File: config.mk
export PLATFORM = sky130hd
export DESIGN_NAME = uart_rx_engine
export DESIGN_NICKNAME = d
export VERILOG_FILES = /design/src/rtl/uart_pkg.sv /design/src/rtl/uart_sync.sv /design/src/rtl/uart_rx_engine.sv
export SDC_FILE = /design/constraint.sdc
export NUM_CORES = 1
export LEC_CHECK = 0
export CORE_ASPECT_RATIO = 1.4
export CORE_UTILIZATION = 33
export DETAILED_ROUTE_END_ITERATION = 12
export PLACE_DENSITY = 0.53
export SLEW_MARGIN = 20
export SYNTH_ARGS = -nofsm -noshare
export SYNTH_HDL_FRONTEND = slang
export SYNTH_HIERARCHICAL = 1
export SYNTH_SLANG_ARGS = --single-unit
File: constraint.sdc
create_clock -name clk -period 7.1 [get_ports clk]
set_input_delay 1.065 -clock clk [delete_from_list [all_inputs] [get_ports clk]]
set_output_delay 1.065 -clock clk [all_outputs]
set_load 0.1 [all_outputs]
File: src/rtl/uart_pkg.sv
// Shared UART receive types: FSM states, latched frame config and the 100 MHz baud table.
// Pure declarations; no latency and no flow control.
package uart_pkg;
  localparam int CNT_W = 19;

  typedef enum logic [2:0] {
    ST_IDLE,
    ST_START,
    ST_DATA,
    ST_STOP,
    ST_BREAK
  } rx_state_e;

  typedef struct packed {
    logic [3:0] baud;
    logic       eight;
    logic       pen;
    logic       ohel;
  } frame_cfg_t;

  // Clocks per bit at 100 MHz; the unused high indices fall back to the fastest rate.
  localparam logic [CNT_W-1:0] BIT_TIME [16] = '{
    19'd333333, 19'd83333, 19'd41667, 19'd20833,
    19'd10417,  19'd5208,  19'd2604,  19'd1736,
    19'd868,    19'd434,   19'd217,   19'd109,
    19'd109,    19'd109,   19'd109,   19'd109
  };

  function automatic logic [CNT_W-1:0] bit_time(input logic [3:0] sel);
    return BIT_TIME[sel];
  endfunction
endpackage

File: src/rtl/uart_sync.sv
// Flop-chain synchronizer for an asynchronous input; resets high (line idle).
// Latency STAGES cycles; no flow control.
module uart_sync #(
  parameter int STAGES = 2
) (
  input  logic clk,
  input  logic reset_n,
  input  logic d,
  output logic q
);
  logic [STAGES-1:0] ff;

  always_ff @(posedge clk or negedge reset_n) begin
    if (!reset_n) ff <= '1;
    else          ff <= {ff[STAGES-2:0], d};
  end

  assign q = ff[STAGES-1];
endmodule

File: src/rtl/uart_rx_engine.sv
// UART receiver: mid-bit sampling of 7/8-bit frames with optional parity; status held until rx_read.
// Status registers one cycle after the stop sample; no backpressure, an unread byte is overwritten (ovf).
module uart_rx_engine #(
  parameter int SYNC_STAGES = 2
) (
  input  logic       clk,
  input  logic       reset_n,
  input  logic       rx,
  input  logic [3:0] baud_sel,
  input  logic       eight,
  input  logic       pen,
  input  logic       ohel,
  input  logic       rx_read,
  output logic [7:0] rx_data,
  output logic       rxrdy,
  output logic       perr,
  output logic       ferr,
  output logic       ovf,
  output logic       rx_busy
);
  import uart_pkg::*;

  logic             rxs;
  rx_state_e        state, state_nxt;
  frame_cfg_t       cfg;
  logic [CNT_W-1:0] cnt;
  logic [3:0]       bit_idx;
  logic [8:0]       sr;
  logic             cnt_zero;
  logic [CNT_W-1:0] cfg_bt;
  logic [3:0]       last_idx;
  logic [7:0]       frame_data;
  logic             par_bit;
  logic             par_exp;
  logic             frame_perr;
  logic             ld_cfg, ld_full, shift, complete;

  uart_sync #(.STAGES(SYNC_STAGES)) u_sync (
    .clk    (clk),
    .reset_n(reset_n),
    .d      (rx),
    .q      (rxs)
  );

  assign cnt_zero   = (cnt == '0);
  assign cfg_bt     = bit_time(cfg.baud);
  assign last_idx   = (cfg.eight ? 4'd7 : 4'd6) + {3'b000, cfg.pen};
  assign frame_data = cfg.eight ? sr[7:0] : {1'b0, sr[6:0]};
  assign par_bit    = cfg.eight ? sr[8] : sr[7];
  assign par_exp    = cfg.ohel ? ~^frame_data : ^frame_data;
  assign frame_perr = cfg.pen & (par_bit != par_exp);

  always_ff @(posedge clk or negedge reset_n) begin
    if (!reset_n) state <= ST_IDLE;
    else          state <= state_nxt;
  end

  always_comb begin
    state_nxt = state;
    ld_cfg    = 1'b0;
    ld_full   = 1'b0;
    shift     = 1'b0;
    complete  = 1'b0;
    case (state)
      ST_IDLE: begin
        if (!rxs) begin
          state_nxt = ST_START;
          ld_cfg    = 1'b1;
        end
      end
      ST_START: begin
        if (cnt_zero) begin
          if (!rxs) begin
            state_nxt = ST_DATA;
            ld_full   = 1'b1;
          end else begin
            state_nxt = ST_IDLE;
          end
        end
      end
      ST_DATA: begin
        if (cnt_zero) begin
          shift   = 1'b1;
          ld_full = 1'b1;
          if (bit_idx == last_idx) state_nxt = ST_STOP;
        end
      end
      ST_STOP: begin
        if (cnt_zero) begin
          complete  = 1'b1;
          state_nxt = rxs ? ST_IDLE : ST_BREAK;
        end
      end
      ST_BREAK: begin
        if (rxs) state_nxt = ST_IDLE;
      end
      default: state_nxt = ST_IDLE;
    endcase
    rx_busy = (state != ST_IDLE);
  end

  // Frame config is captured once at the falling edge so mid-frame input changes are ignored.
  always_ff @(posedge clk or negedge reset_n) begin
    if (!reset_n) begin
      cfg     <= '0;
      cnt     <= '0;
      bit_idx <= '0;
      sr      <= '0;
    end else if (ld_cfg) begin
      cfg     <= '{baud: baud_sel, eight: eight, pen: pen, ohel: ohel};
      cnt     <= (bit_time(baud_sel) >> 1) - CNT_W'(1);
      bit_idx <= '0;
      sr      <= '0;
    end else begin
      if (ld_full)       cnt <= cfg_bt - CNT_W'(1);
      else if (!cnt_zero) cnt <= cnt - CNT_W'(1);
      if (shift) begin
        sr[bit_idx] <= rxs;
        bit_idx     <= bit_idx + 4'd1;
      end
    end
  end

  // A completing frame takes priority over a simultaneous host read.
  always_ff @(posedge clk or negedge reset_n) begin
    if (!reset_n) begin
      rx_data <= '0;
      rxrdy   <= 1'b0;
      perr    <= 1'b0;
      ferr    <= 1'b0;
      ovf     <= 1'b0;
    end else if (complete) begin
      rx_data <= frame_data;
      rxrdy   <= 1'b1;
      perr    <= frame_perr;
      ferr    <= ~rxs;
      ovf     <= rxrdy & ~rx_read;
    end else if (rx_read) begin
      rxrdy <= 1'b0;
      perr  <= 1'b0;
      ferr  <= 1'b0;
      ovf   <= 1'b0;
    end
  end
endmodule

Yosys cells after proc, flatten, opt, wreduce, memory -nomap -nowiden
Memory sizes are Yosys's and may differ from the RTL's.
Index checks and enable logic that the tools add are counted.

cells by class
  order comparisons = 4
  reductions and logical operators = 9
  mux-type cells = 39
  add/sub/neg operators = 5
  equal/unequal tests = 13
  bitwise operators = 6

operators with widths
  operator                                                               count
  19-bit 2-to-1 mux                                                      7
  19-bit by 1-bit subtractor with 19-bit output, second input constant   2
  3-bit 2-to-1 mux                                                       7
  19-bit logical NOT                                                     1
  18-bit by 1-bit subtractor with 19-bit output, second input constant   1
  9-bit 2-to-1 mux                                                       2
  1-bit 2-to-1 mux                                                       15
  3-bit case mux with 5 select lines                                     1
  5-bit >= comparator, second input constant                             2
  2-bit inequality test, second input constant                           5
  4-bit inverter with 5-bit output                                       2
  9-bit bitwise mux                                                      1
  4-bit 2-to-1 mux                                                       2
  8-bit 2-to-1 mux                                                       1
  8-bit XNOR reduction                                                   1
  8-bit XOR reduction                                                    1
  3-bit by 2-bit == test with 1-bit output, second input constant        2
  6-bit AND reduction                                                    1
  4-bit by 5-bit < comparator with 1-bit output, second input constant   1
  3-bit by 1-bit adder with 4-bit output                                 1
  4-bit by 1-bit adder with 4-bit output, second input constant          1
  1-bit demux with 4-bit select                                          1
  4-bit == test                                                          1
  4-bit by 1-bit >= comparator with 1-bit output, second input constant  1
  13 further kinds                                                       16

word-level totals
  logic and storage cells = 92
  bits of input ports = 11
  memories kept = 2
  flip-flop bits (word level) = 56
  bits in read-only memories = 608

memory list
  name              depth  width  rd ports  clocked after memory_dff  wr ports  line            text
  (name not given)  16     19     1         0                         0         uart_pkg.sv:30  return BIT_TIME[sel];
  (name not given)  16     19     1         0                         0         uart_pkg.sv:30

Logic depth before layout (Yosys ltp)
Gate-level depths: netlist of the first run.

  depth in word-level cells = 7
  gate-level depth with buffers = 11

Modules after synthesis
Netlist of the first run, hierarchy kept.

modules (own cells, without submodules)
  module          seq. area each (um^2)  area each (um^2)  instances  cells each
  uart_rx_engine  1351.3                 4139.0            1          474
  uart_sync       52.6                   52.6              1          2

Least setup slack after synthesis of the first run
Ideal clock, no wire load.

  path kind = in2reg
  from = in baud_sel[1]
  to = reg cnt[13]
  stages on the path = 10
  setup time = 0.079 ns
  setup slack = 3.653 ns
  arrival = 3.369 ns
  path through = clkbuf_1 > inv_1 > ha_1 > or2_2 > o221ai_1 > o21ai_1 > o32ai_1 > nand3_2 > or4_1 > a21oi_1

between the ends
  word-level cells in the longest chain between the ends = 6

RTL lines
  item                                                    line                   text
  start, declared                                         uart_rx_engine.sv:9    input logic [3:0] baud_sel,
  4-bit inverter with 5-bit output (not written as such)  uart_pkg.sv:30
  memory read 16 x 19 bit                                 --
  19-bit 2-to-1 mux (not written as such) (2 in a row)    uart_pkg.sv:30
  18-bit by 1-bit subtractor with 19-bit output           uart_rx_engine.sv:111  cnt <= (bit_time(baud_sel) >> 1) - CNT_W'(1);
  19-bit 2-to-1 mux                                       uart_rx_engine.sv:109  end else if (ld_cfg) begin
  end signal, assigned                                    uart_rx_engine.sv:111
  end signal, assigned                                    uart_rx_engine.sv:115  if (ld_full) cnt <= cfg_bt - CNT_W'(1);
  end signal, assigned                                    uart_rx_engine.sv:116  else if (!cnt_zero) cnt <= cnt - CNT_W'(1);
  end, declared                                           uart_rx_engine.sv:26   logic [CNT_W-1:0] cnt;

No other way between the ends. The select of a mux whose other input is x is not followed.
A chain may end at the register's enable or synchronous reset.

Worst setup path in the final report of the first run
Ends and elaborated chain as after synthesis.

==> impl_metrics.tcl, run 1 <==
set metrics [dict create \
    final-hold-violation-count 0 \
    setup_violations 0 \
    final_area_sq_um 4580 \
    drt-wirelength-per-cell_microns 18.4 \
    ctsHoldBuffers 0 \
    cts_resized 0 \
    timing.fmax_mhz 246 \
    syn_nets 503 \
    period_share_pct 57.2 \
    tns_ns 0 \
    fillers 1283 \
    avgSynthCellArea_sq_um 8.81 \
    critPathMaxFanout 12 \
    synthCells 476 \
    cp-end-kind "flip-flop" \
    max_stage_delay_ns 0.72 \
    cp.arrival_ns 4.28 \
    finalWirelength_mm 11.6 \
    synth_top_family_by_area "simple AND/OR/NAND/NOR gates" \
    fin_ws_ns 3.04 \
    io_pins 24 \
    regArea_sq_um 1400 \
    dpl.hpwl_mm 8.66 \
    power_mw 1.34 \
    run_status "finished clean" \
    min_path_type "flip-flop to flip-flop" \
    grt_pass1_wl_mm 19.1 \
    maxCapViolations 0 \
    path_class "input pin to flip-flop" \
    synth_compound_area_share_pct 21.6 \
    synth-xor-area-share_pct 3.13 \
    slew_viol_final 0 \
    max_slew_margin_pct 35.5 \
    synth_common_cells "62 x nand2_1, 54 x dfrtp_1, 45 x a21oi_1" \
    critPathSlowestCell "clkdlybuf4s50_1" \
    async_flop_share_pct 100 \
    placed_area_sq_um 4430 \
    powerDensity_nw_per_um2 294 \
    synth_edf_count 0 \
    clk_pin_slew_ns 0.08 \
    ys_warn_count 6 \
    die_y_microns 135 \
    grt.total_usage_pct 18.7 \
    final_antenna_net_count 0 \
    yosysSeqAreaShare_pct 33.5 \
    die_area_sq_um 13200 \
    drc 0 \
    clk_latency_ns 0.30 \
    peakVddDrop_mv 0.144 \
    yosysMostFrequentCell "nand2_1" \
    fin_worst_skew_ns 0.0111 \
    yosysUniqueCellTypes 84 \
    cts_tree "built" \
    antenna_found_initial 0 \
    numCtsBuffers 5 \
    synth_mux_area_share_pct 4.84 \
    dr.first_iter.drc_count 229 \
    core_sq_um 12400 \
    clk_path_buf_depth 2 \
    pre_cts_slack_ns 2.74 \
    grt_max_degree 39 \
    vias 3566 \
    ys.flop_type "dfrtp_1" \
    grt.overflow.total 0 \
    grt_pass1_vias 3563 \
    ys_ff_latch 56 \
    post-cts-setup-buffers 0 \
    synth_top_area_share_pct 32.2 \
    synth.area.top_cells "dfrtp_1 32%, nand2_1 5.6%, a21oi_1 5.4%" \
    synth-simple-area-share_pct 26.4 \
    finalNetCount 505 \
    fp-row-count 48 \
    post-place-cells 621 \
    root_buffer "clkbuf_16" \
    floorplan.initialDensity_pct 33.9 \
    antenna-diode-count 0 \
    cts.sinks 56 \
    stdcell_count 629 \
    io_buffers 23 \
    place.gp.congestion 0.907 \
    path_cells "clkdlybuf4s50_1 -> inv_1 -> ha_1 -> or2_2 -> o221ai_1 -> o21ai_1 -> o32ai_1 -> nand3_2 -> or4_1 -> a21oi_1" \
    multiInputGateArea_sq_um 2550 \
    min_period_ns 4.06 \
    final_util_pct 37.0 \
    p_leak_nw 1.82 \
    required_ns 7.32 \
    synth_top_area_cell "dfrtp_1" \
    synthAdderAreaFrac_pct 4.78 \
    worst_pin_slew_ns 0.965 \
    synthesis.area_sq_um 4190 \
    vias_per_cell 5.67 \
    dr.pass1.iters 4 \
    final_layout_size_suffix_gt1_share_pct 10.0 \
    whs_ns 0.358 \
    cts.htree.levels 2 \
    start_kind "input pin" \
    fp.dieW_microns 97.3 \
    syn2layout_area_growth_pct 9.16 \
    rsz0062_at_grt "false" \
]
placed cells by master, fill, tap and decap left out, types with 4 or more instances in the layout:
master and instances:
or2_2 4, o31ai_1 8, nor3_1 14, or4_1 4, o31a_1 4, clkdlybuf4s50_1 22
o21ai_0 29, a21oi_1 45, nor2_1 40, xnor2_1 11, clkbuf_16 5, xor2_1 4
nor4_1 7, dfrtp_1 54, and3_1 8, ha_1 16, mux2i_1 12, inv_1 12
nand3_1 9, nand4_1 4, nand3b_1 4, nand2b_1 9, mux2_2 5, nand2_1 62
nor2b_1 8
routing by layer:
metal / GRT usage [%] / wire, microns / vias to the layer above
li1: - / - / 1711
met1: 21.4 / 4620 / 1703
met2: 31.6 / 5740 / 112
met3: 2.79 / 420 / 40
met4: 14.2 / 797 / 0
met5: 0 / 0 / -
path summary, 6_finish.rpt:
| path | from | end | slack, ns | cells past startpoint |
|---|---|---|---|---|
| worst max register to register | state[0]$_DFFE_PN0P_ | cnt[12]$_DFFE_PN0P_ | 3.47 | 8 |
| worst min register to register | u_sync/ff[0]$_DFF_PN1_ | u_sync/ff[1]$_DFF_PN1_ | 0.36 | 0 |
| min in group asynchronous | reset_n | rx_data[0]$_DFFE_PN0P_ | 0.72 | 1 |
| worst max-delay path | baud_sel[1] | cnt[13]$_DFFE_PN0P_ | 3.04 | 10 |
| worst min-delay path | u_sync/ff[0]$_DFF_PN1_ | u_sync/ff[1]$_DFF_PN1_ | 0.36 | 0 |
| max in group asynchronous | reset_n | u_sync/ff[0]$_DFF_PN1_ | 5.50 | 2 |
layout make-up:
type	instances	area share, %
multi-input combinational	377	55.8
sequential	56	30.7
timing repair buffer	25	5.25
tap	150	4.10
clock buffer	7	2.90
inverter	13	1.07
clock inverter	1	0.191
flip-flops by register name, summed over array words and instances, names as in the netlist:
name / count
perr: 1
state: 3
rxrdy: 1
u_sync/ff: 2
sr: 9
cfg: 7
rx_data: 8
cnt: 19
ovf: 1
ferr: 1
bit_idx: 4
report_power, final:
group	total (mW)	leakage [nW]	internal, mW	switching, mW
clock network	0.249	0.0681	0.132	0.117
logic	0.595	1.03	0.233	0.362
registers	0.499	0.727	0.385	0.114
critical path, delay by kind of cell:
family	cells	cell delay, ns
buffers and inverters	2	0.87
AOI/OAI and AO/OA	4	0.82
adders and majority gates	1	0.40
and+or+nand+nor	3	1.13
cells by family (layout without fill, tap and decap cells):
family	count (synthesis)	in the layout
flip-flops	56	56
XOR/XNOR	15	15
multiplexers	19	19
buffers and inverters	43	46
AND/OR/NAND/NOR	201	201
AO/OA/AOI/OAI	126	126
adder cells (fa/ha/maj)	16	16
(Power assumes the default switching activity.)
==> inputs of run 2 (changes only) <==
==> constraint.sdc (replaced) <==
create_clock -name clk -period 3.84 [get_ports clk]
set_input_delay 0.576 -clock clk [delete_from_list [all_inputs] [get_ports clk]]
set_output_delay 0.576 -clock clk [all_outputs]
set_load 0.1 [all_outputs]
==> impl_metrics.tcl, run 2 (synthesis gave the netlist of run 1 again) <==
set metrics [dict create \
    fin_worst_skew_ns 0.00847 \
    grt.total_usage_pct 19.3 \
    dr.first_iter.drc_count 208 \
    max_slew_margin_pct 35.5 \
    pre_cts_slack_ns 0.337 \
    io_buffers 23 \
    largest_register "cnt" \
    final_antenna_net_count 0 \
    clk_pin_slew_ns 0.08 \
    slew_viol_final 0 \
    ctsHoldBuffers 0 \
    top_layer_used "met4" \
    grt_max_degree 33 \
    start_kind "flip-flop" \
    grt.overflow.total 0 \
    dpl.hpwl_mm 9.24 \
    crit-reg2reg-launch "cfg[4]$_DFFE_PN0P_" \
    route.met2.wl_mm 6.28 \
    cts_tree "built" \
    vias_per_cell 5.72 \
    clk_path_buf_depth 2 \
    regArea_sq_um 1400 \
    r2r-end "cnt[13]$_DFFE_PN0P_" \
    cp.arrival_ns 3.53 \
    reg_top3 "cnt (19), sr (9), rx_data (8)" \
    fp.dieW_microns 97.3 \
    syn2layout_area_growth_pct 12.2 \
    antenna_found_initial 0 \
    met3_length_microns 455 \
    p_leak_nw 1.90 \
    whs_ns 0.357 \
    cp-end-kind "flip-flop" \
    final_common_cell "nand2_1" \
    cts_resized 0 \
    grt_pass1_wl_mm 19.8 \
    post-place-cells 633 \
    period_share_pct 86.3 \
    startpoint "cfg[4]$_DFFE_PN0P_" \
    powerDensity_nw_per_um2 552 \
    setup_violations 0 \
    finalWirelength_mm 12.2 \
    final-hold-violation-count 0 \
    drc 0 \
    peakVddDrop_mv 0.228 \
    cts.htree.levels 2 \
    final_layout_size_suffix_gt1_share_pct 12.8 \
    vias 3664 \
    grt_pass1_vias 3657 \
    numCtsBuffers 5 \
    cts.sinks 56 \
    ff2ff_path_depth 9 \
    rsz0062_at_grt "false" \
    run_status "finished clean" \
    dr.pass1.iters 5 \
    place.gp.congestion 0.919 \
    path_class "flip-flop to flip-flop" \
    stdcell_count 641 \
    worstSetupEndpoint "cnt[13]$_DFFE_PN0P_" \
    min_period_ns 3.31 \
    fillers 1280 \
    antenna-diode-count 0 \
    core_sq_um 12400 \
    required_ns 4.06 \
    timing.fmax_mhz 302 \
    maxCapViolations 0 \
    die_area_sq_um 13200 \
    fin_ws_ns 0.525 \
    root_buffer "clkbuf_16" \
    multiInputGateArea_sq_um 2550 \
    io_pins 24 \
    worst_pin_slew_ns 0.965 \
    floorplan.initialDensity_pct 33.9 \
    critPathMaxFanout 10 \
    clk_latency_ns 0.30 \
    finalNetCount 517 \
    min_path_type "input pin to asynchronous set/reset pin" \
    ff2ff_setup_slack_ns 0.53 \
    largest_register_ffs 19 \
    wl_met1_mm 5.07 \
    mostFrequentLayoutCells "62 x nand2_1, 54 x dfrtp_1, 45 x a21oi_1, 40 x nor2_1, 29 x o21ai_0" \
    post-cts-setup-buffers 0 \
    fp-row-count 48 \
    tns_ns 0 \
    final_util_pct 38.0 \
    drt-wirelength-per-cell_microns 19.1 \
    die_y_microns 135 \
]
[run 2: cell count changes in the layout (fill, tap and decap cells not counted), sizes merged]
cell	delta
clkdlybuf4s50	-1
clkinv	-1
bufinv	+1
buf	+13
[run 2: cell type report]
cell class / count / share of cell area, %
multi-input cells: 377 / 54.3
flip-flops and latches: 56 / 29.8
repair buffers: 37 / 6.97
well taps: 150 / 3.99
clock buffers: 7 / 3.24
inverters: 13 / 1.04
clock inverters: 1 / 0.638
[run 2: metrics by stage]
step	cell area, sq um	total power [mW]
floorplan	4190	1.74
global placement	4520	2.02
detailed placement	4520	2.03
CTS	4700	2.60
global route	4700	2.76
finish	4700	2.60
[run 2: layer usage]
metal	vias up	track usage, %
met1	1781	22.9
met5	-	0
li1	1745	-
met4	0	8.58
met2	114	34.9
met3	24	2.32
[run 2: power by group]
part	internal, mW	switching [mW]
combinational	0.440	0.676
clock	0.344	0.219
sequential	0.711	0.208
[run 2: worst min-delay path by stage]
stage                                start                      to  slack [ns]  cells after the start
finish                             reset_n  bit_idx[2]$_DFFE_PN0P_        0.36                      1
global route        u_sync/ff[0]$_DFF_PN1_  u_sync/ff[1]$_DFF_PN1_        0.36                      0
CTS                 u_sync/ff[0]$_DFF_PN1_  u_sync/ff[1]$_DFF_PN1_        0.36                      0
detailed placement  u_sync/ff[0]$_DFF_PN1_  u_sync/ff[1]$_DFF_PN1_        0.35                      0
global placement    u_sync/ff[0]$_DFF_PN1_  u_sync/ff[1]$_DFF_PN1_        0.35                      0
floorplan                          reset_n  bit_idx[0]$_DFFE_PN0P_        0.28                      0
[run 2: critical path, cell delays in order, from the launching register on]
cell	delay, ns
dfrtp_1	0.54
inv_1	0.21
ha_1	0.43
or2_2	0.33
o221ai_1	0.31
nand2_1	0.15
a221oi_4	0.41
nand4_4	0.18
or4_1	0.53
a21oi_1	0.15
==> inputs of run 3 (changes only) <==
--- a/config.mk
+++ b/config.mk
@@ -5,10 +5,13 @@
 export SDC_FILE = /design/constraint.sdc
 export NUM_CORES = 1
 export LEC_CHECK = 0
+export ABC_CLOCK_PERIOD_IN_PS = 3840
+export CELL_PAD_IN_SITES_DETAIL_PLACEMENT = 2
+export CELL_PAD_IN_SITES_GLOBAL_PLACEMENT = 2
 export CORE_ASPECT_RATIO = 1.4
 export CORE_UTILIZATION = 33
 export DETAILED_ROUTE_END_ITERATION = 12
-export PLACE_DENSITY = 0.53
+export PLACE_DENSITY = 0.76
 export SLEW_MARGIN = 20
 export SYNTH_ARGS = -nofsm -noshare
 export SYNTH_HDL_FRONTEND = slang
==> impl_metrics.tcl, run 3 (synthesis gave the netlist of run 1 again) <==
set metrics [dict create \
    final_area_sq_um 4690 \
    critPathMaxFanout 8 \
    worst_pin_slew_ns 0.965 \
    largest_register_ffs 19 \
    clk_path_buf_depth 2 \
    cts_resized 0 \
    cp-end-kind "flip-flop" \
    start_kind "input pin" \
    slew_viol_final 0 \
    fp-row-count 48 \
    intPower_mw 1.41 \
    period_share_pct 87.8 \
    min_path_type "input pin to asynchronous set/reset pin" \
    dr.first_iter.drc_count 165 \
    final_common_cell "nand2_1" \
    core_sq_um 12400 \
    run_status "finished clean" \
    final_antenna_net_count 0 \
    clock_power_share_pct 18.8 \
    cp.arrival_ns 3.59 \
    vias 3724 \
    grt.overflow.total 0 \
    floorplan.initialDensity_pct 33.9 \
    fin_worst_skew_ns 0.00434 \
    antenna-diode-count 0 \
    die_area_sq_um 13200 \
    finalNetCount 520 \
    largest_register "cnt" \
    reg_top3 "cnt (19), sr (9), rx_data (8)" \
    cts.sinks 56 \
    max_slew_margin_pct 35.5 \
    io_buffers 23 \
    cts.htree.levels 2 \
    finalWirelength_mm 14.1 \
    final-hold-violation-count 0 \
    timing.fmax_mhz 297 \
    ctsHoldBuffers 0 \
    setup_violations 0 \
    grt_max_degree 34 \
    root_buffer "clkbuf_16" \
    sw_frac_of_total_pct 44.9 \
    p_leak_nw 1.89 \
    switchingPower_mw 1.15 \
    min_period_ns 3.37 \
    dpl.hpwl_mm 11.1 \
    rsz0062_at_grt "false" \
    grt.total_usage_pct 22.7 \
    place.gp.congestion 0.864 \
    post-cts-setup-buffers 0 \
    required_ns 4.06 \
    maxCapViolations 0 \
    tns_ns 0 \
    cts_tree "built" \
    dr.pass1.iters 4 \
    grt_pass1_wl_mm 23.1 \
    io_pins 24 \
    clk_latency_ns 0.30 \
    syn2layout_area_growth_pct 11.9 \
    drt-wirelength-per-cell_microns 22.0 \
    fp.dieW_microns 97.3 \
    die_y_microns 135 \
    numCtsBuffers 5 \
    seqPwrFrac_pct 34.0 \
    antenna_found_initial 0 \
    powerDensity_nw_per_um2 547 \
    peakVddDrop_mv 0.325 \
    final_layout_size_suffix_gt1_share_pct 13.2 \
    vias_per_cell 5.78 \
    path_class "input pin to flip-flop" \
    clk_pin_slew_ns 0.08 \
    drc 0 \
    placed_area_sq_um 4540 \
    grt_pass1_vias 4214 \
    pwr-share-comb_pct 47.2 \
    mostFrequentLayoutCells "62 x nand2_1, 54 x dfrtp_1, 45 x a21oi_1, 40 x nor2_1, 29 x o21ai_0" \
]
-- run 3: cell count changes in the layout (fill, tap and decap cells not counted), sizes merged --
cell / change
clkbuf: -1
bufinv: -1
clkinv: +1
clkinvlp: +1
buf: +3
-- run 3: final timing paths --
check,start,end,slack [ns],cells after the start
worst min register to register,u_sync/ff[0]$_DFF_PN1_,u_sync/ff[1]$_DFF_PN1_,0.36,0
worst max-delay path,baud_sel[0],cnt[13]$_DFFE_PN0P_,0.47,10
max in group asynchronous,reset_n,u_sync/ff[1]$_DFF_PN1_,2.64,2
worst max register to register,cfg[3]$_DFFE_PN0P_,cnt[13]$_DFFE_PN0P_,0.66,9
worst min-delay path,reset_n,sr[1]$_DFFE_PN0P_,0.29,1
min in group clk,u_sync/ff[0]$_DFF_PN1_,u_sync/ff[1]$_DFF_PN1_,0.36,0
-- run 3: metrics by stage --
stage | power, mW | instances | hold slack, ns | utilization (%) | setup slack, ns
CTS | 2.58 | 644 | 0.314 | 37.9 | 0.490
global route | 2.73 | 644 | 0.329 | 37.9 | 0.289
finish | 2.56 | 644 | 0.287 | 37.9 | 0.468
detailed placement | 2.09 | 636 | 0.349 | 36.7 | 0.185
global placement | 2.04 | 636 | 0.347 | 36.7 | 0.301
floorplan | 1.74 | 476 | 0.280 | - | 0.882
-- run 3: cell type report --
cell class,instances,area (sq um)
repair buffers,40,350
clock inverters,2,16.3
flip-flops and latches,56,1400
inverters,13,48.8
clock buffers,6,129
multi-input cells,377,2550
well taps,150,188
fillers,1393,7680
-- run 3: power groups by stage --
stage               combinational [mW]  sequential (mW)  clock [mW]
floorplan                        0.936            0.804           0
global placement                  1.16            0.874           0
detailed placement                1.21            0.880           0
CTS                               1.22            0.870       0.492
global route                      1.33            0.885       0.509
finish                            1.21            0.873       0.481
-- run 3: routing by layer --
metal  part of all wire (%)  vias to the layer above  GRT usage [%]
met5                      0                        -              0
met4                    4.2                        0           11.4
met2                     55                       71           44.0
met1                     39                     1881           24.0
li1                       -                     1738              -
met3                    2.3                       34           2.58
-- run 3: worst max-delay path, cell delays in order --
cell and delay, ns:
clkdlybuf4s50_1 0.53, inv_1 0.11, ha_1 0.42, or2_2 0.33, o221ai_1 0.23, o21ai_1 0.16
o32ai_1 0.26, nand3_2 0.24, or4_1 0.56, a21oi_1 0.18
